### src/rtl/magnitude_comparator_4bit.sv
// Registered unsigned magnitude comparator: flags A>B / A<B / A==B one cycle after in_valid.
// Optional COMPARATOR_SIGNED_EN adds a signed_mode input for two's-complement compares.
module magnitude_comparator_4bit #(
  parameter int WIDTH = 4
) (
  input  logic             clk,
  input  logic             rst,
  input  logic             in_valid,
  input  logic [WIDTH-1:0] A,
  input  logic [WIDTH-1:0] B,
`ifdef COMPARATOR_SIGNED_EN
  input  logic             signed_mode,
`endif
  output logic             out_valid,
  output logic             G,
  output logic             L,
  output logic             E
);

  logic             signed_sel;
  logic [WIDTH-1:0] msb_flip;
  logic [WIDTH-1:0] a_key, b_key;
  logic             gt, lt, eq;

`ifdef COMPARATOR_SIGNED_EN
  assign signed_sel = signed_mode;
`else
  assign signed_sel = 1'b0;
`endif

  // Inverting the sign bit maps two's complement order onto unsigned order,
  // so one unsigned comparator serves both modes.
  always_comb begin
    msb_flip            = '0;
    msb_flip[WIDTH-1]   = signed_sel;
  end

  assign a_key = A ^ msb_flip;
  assign b_key = B ^ msb_flip;
  assign gt    = (a_key >  b_key);
  assign lt    = (a_key <  b_key);
  assign eq    = (a_key == b_key);

  // Flags hold across idle cycles; only out_valid marks them stale.
  always_ff @(posedge clk) begin
    if (rst) begin
      out_valid <= 1'b0;
      G         <= 1'b0;
      L         <= 1'b0;
      E         <= 1'b0;
    end else begin
      out_valid <= in_valid;
      if (in_valid) begin
        G <= gt;
        L <= lt;
        E <= eq;
      end
    end
  end

endmodule

### config.mk
export PLATFORM = sky130hd
export DESIGN_NAME = magnitude_comparator_4bit
export DESIGN_NICKNAME = d
export VERILOG_FILES = /design/src/rtl/magnitude_comparator_4bit.sv
export SDC_FILE = /design/constraint.sdc
export NUM_CORES = 1
export LEC_CHECK = 0
export ABC_AREA = 1
export CORE_AREA = 8 8 45 47
export CTS_BUF_LIST = sky130_fd_sc_hd__clkbuf_8 sky130_fd_sc_hd__clkbuf_16
export DETAILED_ROUTE_END_ITERATION = 8
export DIE_AREA = 0 0 53 55
export PLACE_DENSITY_LB_ADDON = 0.25
export SYNTH_ARGS = -nofsm -noshare
export SYNTH_HDL_FRONTEND = slang
export SYNTH_SLANG_ARGS = --single-unit
### constraint.sdc
create_clock -name clk -period 2.05 [get_ports clk]
set_input_delay 0.615 -clock clk [delete_from_list [all_inputs] [get_ports clk]]
set_output_delay 0.615 -clock clk [all_outputs]
set_load 0.005 [all_outputs]
Word-level counts from Yosys, hierarchy flattened

Cells that the tools add are included.

Register bits after elaboration: 4
Output and inout bits: 4
Logic and storage cells: 7

$lt $le $gt $ge: 2
Equality and inequality tests: 1

Operators with widths:

| cell                          | number |
|---|---|
| 4-bit equality test           | 1 |
| 4-bit greater-than comparator | 1 |
| 4-bit less-than comparator    | 1 |

Depth between registers and ports, before layout

Word-level depth: 1
Mapped depth: 9
Gate-level depth less buffers: 9

Least setup slack after synthesis

No wires, ideal clock.

Kind: input to register
Start point: in B[3]
End point: reg G
Setup time: 0.113 ns
Arrival: 1.242 ns
Slack: 0.695 ns
Cell stages on the path: 8
Path buffers: 0
Path through: inv_1 -> ha_1 -> nand2_1 -> nand2_1 -> nor2_1 -> nand2_1 -> nand2_1 -> nor2_1

Longest elaborated chain between the ends: 1

RTL lines:

| what                          | RTL line | text |
|---|---|---|
| start, declared               | 10       | `input logic [WIDTH-1:0] B,` |
| 4-bit greater-than comparator | 40       | `assign gt = (a_key > b_key);` |
| end signal, assigned          | 54       | `G <= gt;` |
| end, declared                 | 15       | `output logic G,` |

No other way between the ends.
A chain may end at the register's enable or synchronous reset.

Worst setup path in the final report

Start point: reg L
End point: out L

RTL lines:

| what                   | RTL line | text |
|---|---|---|
| start, declared        | 16       | `output logic L,` |
| start signal, assigned | 55       | `L <= lt;` |

No word-level cell between the ends.

==> reports/qor.log <==
qor: setup_path.timing.critical_path.slowest_cell_delay 0.50 ns
qor: pwr.post-layout-total-power 310 uW
qor: cts.numCtsBuffers 3
qor: final_layout.drive_above_1_share 8.93%
qor: placement.routabilityCongestion 0.669
qor: logic_synthesis.largest_cells_by_area_after_synthesis dfxtp_1 32%, ha_1 20%, inv_1 15%, nand2_1 15%, nor2_1 12%
qor: timing.maxClockFrequency 603 MHz
qor: cts.post_cts_hold_buffer_count 0
qor: grt.grt_usage 4.81%
qor: setup_path.startpoint_type register
qor: logic_synthesis.netlist_instances 39
qor: setup_path.cp.arrival 1.04 ns
qor: setup_path.timing.critical_path.required 1.43 ns
qor: routing.finalWirelength 575 um
qor: pwr.irDropWorstVdd 0.148 mV
qor: logic_synthesis.async_reset_ff_share 0%
qor: setup_path.cpLargestDelayFamily buffers and inverters
qor: logic_synthesis.yosys.area.top_type dfxtp_1
qor: logic_synthesis.synthesis.area 253 sq um
qor: timing.final_min_period_over_clock_period 80.9%
qor: routing.detail_route.wl_per_cell 7.99 um
qor: logic_synthesis.synth_top_cell_area_share 31.7%
qor: timing.tightestPinTransition 0.147 ns
qor: timing.grt_setup_unrepaired false
qor: setup_path.number_of_buffer_and_inverter_stages_on_the_critical_path 1
qor: setup_path.setup.worst_path.class register to primary output
qor: placement.detailedPlace.worstSlack 0.162 ns
qor: min_path.holdCritPathClass register to register
qor: logic_synthesis.postSynth.topFlopCell dfxtp_1
qor: cts.cts.clk_slew.worst_paths 0.03 ns
qor: timing.layout_min_cycle_time 1.66 ns
qor: routing.detailedRoute.firstIterationViolations 9
qor: logic_synthesis.postSynthAreaPerCell 6.48 sq um
qor: timing.worst_slack 0.392 ns
qor: final_layout.n_antenna_cell 0
qor: final_layout.fin_cells 72
qor: grt.first_global_vias 255
qor: setup_path.critical-path-slowest-cell clkdlybuf4s50_1
qor: die.rows 14
qor: die.die_height 55 um
qor: routing.via_count 275
qor: timing.fin_setup_tns 0 ns
qor: setup_path.worstPathCellList clkdlybuf4s50_1
qor: outcome.run_status finished clean
qor: placement.placedCellCount 69
qor: final_layout.final_net_count 73
qor: grt.grt_max_degree 5
qor: timing.number_of_endpoints_with_negative_hold_slack_in_the_final_report 0
qor: routing.firstDrtPassIters 2
qor: die.placeableCoreArea 1380 sq um
qor: die.pin_count 15
qor: cts.tritoncts_num_sinks 4
qor: routing.post_drt_via_cell_ratio 3.82
qor: grt.grt_first_pass_wirelength 903 um
qor: logic_synthesis.number_of_enable_flip_flop_cells_after_synthesis 0
qor: setup_path.critical_path.max_fanout 2
qor: logic_synthesis.synthesis.nets 54
qor: timing.slew-limit-headroom 90.1%
qor: placement.hpwlAfterDp 476 um
qor: timing.fin_worst_skew 0 ns
qor: logic_synthesis.ff_latch_count_synth 4
qor: die.initial_utilization 18.3%
qor: die.fp.dieW 53 um
qor: cts.insertion_delay 0.21 ns
qor: placement.port-buffer-count 14
qor: cts.cts_max_path_buffers 2
qor: grt.antenna_found_initial 0
qor: timing.setup_viol 0
qor: pwr.leakagePower 0.231 nW
qor: cts.cts-htree-levels 1
qor: logic_synthesis.yosysWarningCount 0
qor: flow_run.timing.max_cap.violations 0
qor: timing.drv_slew 0
qor: grt.globalRouteOverflowTotal 0
qor: cts.tritoncts built
qor: cts.cts_repair_resize_count 0
qor: cts.clock-root-buffer clkbuf_8
qor: logic_synthesis.synth_sequential_area_ratio 31.7%
qor: cts.post-cts-setup-buffers 0
qor: logic_synthesis.ys_top_cells_by_count 10 x inv_1, 10 x nand2_1, 8 x nor2_1
qor: final_layout.area.growth.synth_to_final 79.7%
qor: die.floorplan.die_area 2920 sq um
qor: routing.detail-route-antenna-nets 0
qor: routing.drc 0
qor: pwr.p_per_area 684 nW/um^2
qor: logic_synthesis.netlist-cell-type-count 8
qor: setup_path.timing.critical_path.to_type primary output
[layer usage]
| metal | GRT usage, % | wire (um) | vias to the layer above |
|---|---|---|---|
| met5 | 0 | 0 | - |
| met4 | 7.76 | 26 | 0 |
| met3 | 4.01 | 87 | 4 |
| met2 | 5.66 | 214 | 14 |
| met1 | 3.95 | 247 | 111 |
| li1 | - | - | 146 |
[through the flow]
step | cell area (sq um) | hold WS [ns] | util, %
finish | 454 | 0.481 | 32.8
global route | 454 | 0.519 | 32.8
detailed placement | 413 | 0.469 | 29.8
floorplan | 253 | 0.466 | -
CTS | 454 | 0.474 | 32.8
global placement | 413 | 0.470 | 29.8
[area by class of cell]
| type | count | area, sq um |
|---|---|---|
| flip-flops and latches | 4 | 80.1 |
| multi-input cells | 24 | 131 |
| well taps | 16 | 20.0 |
| inverters | 11 | 41.3 |
| fillers | 157 | 930 |
| clock buffers | 3 | 41.3 |
| repair buffers | 14 | 140 |
[registers in the layout (all words and copies together), names as in the netlist]
register   flops
G              1
L              1
E              1
out_valid      1
[cell families (layout without fill, tap and decap cells)]
kind of cell / after synthesis / count (layout) / share of synthesized area (%)
flops: 4 / 4 / 31.7
compound gates: 2 / 2 / 5.44
simple gates: 18 / 18 / 26.7
fa+ha+maj: 4 / 4 / 19.8
buf+inv: 11 / 28 / 16.3
[report_power, final]
group          switching (mW)  total (mW)  internal [mW]
sequential            0.00221      0.0860         0.0838
clock                  0.0394       0.164          0.125
combinational          0.0231      0.0600         0.0369
[cell usage in the layout (no fill, tap or decap)]
cell / netlist / routed
clkbuf_8: 0 / 3
nor2_1: 8 / 8
nand2_1: 10 / 10
a21oi_2: 1 / 1
clkdlybuf4s50_1: 0 / 14
inv_1: 10 / 10
inv_2: 1 / 1
ha_1: 4 / 4
dfxtp_1: 4 / 4
o21ai_0: 1 / 1
[worst paths after layout]
kind / start / end / slack [ns] / depth (start not counted)
hold / removal: L / L / 0.48 / 2
hold reg to reg: L / L / 0.48 / 2
setup reg to reg: G / G / 1.41 / 4
setup / recovery: L / L / 0.39 / 1
No activity file was read; power rests on OpenSTA's default activity.
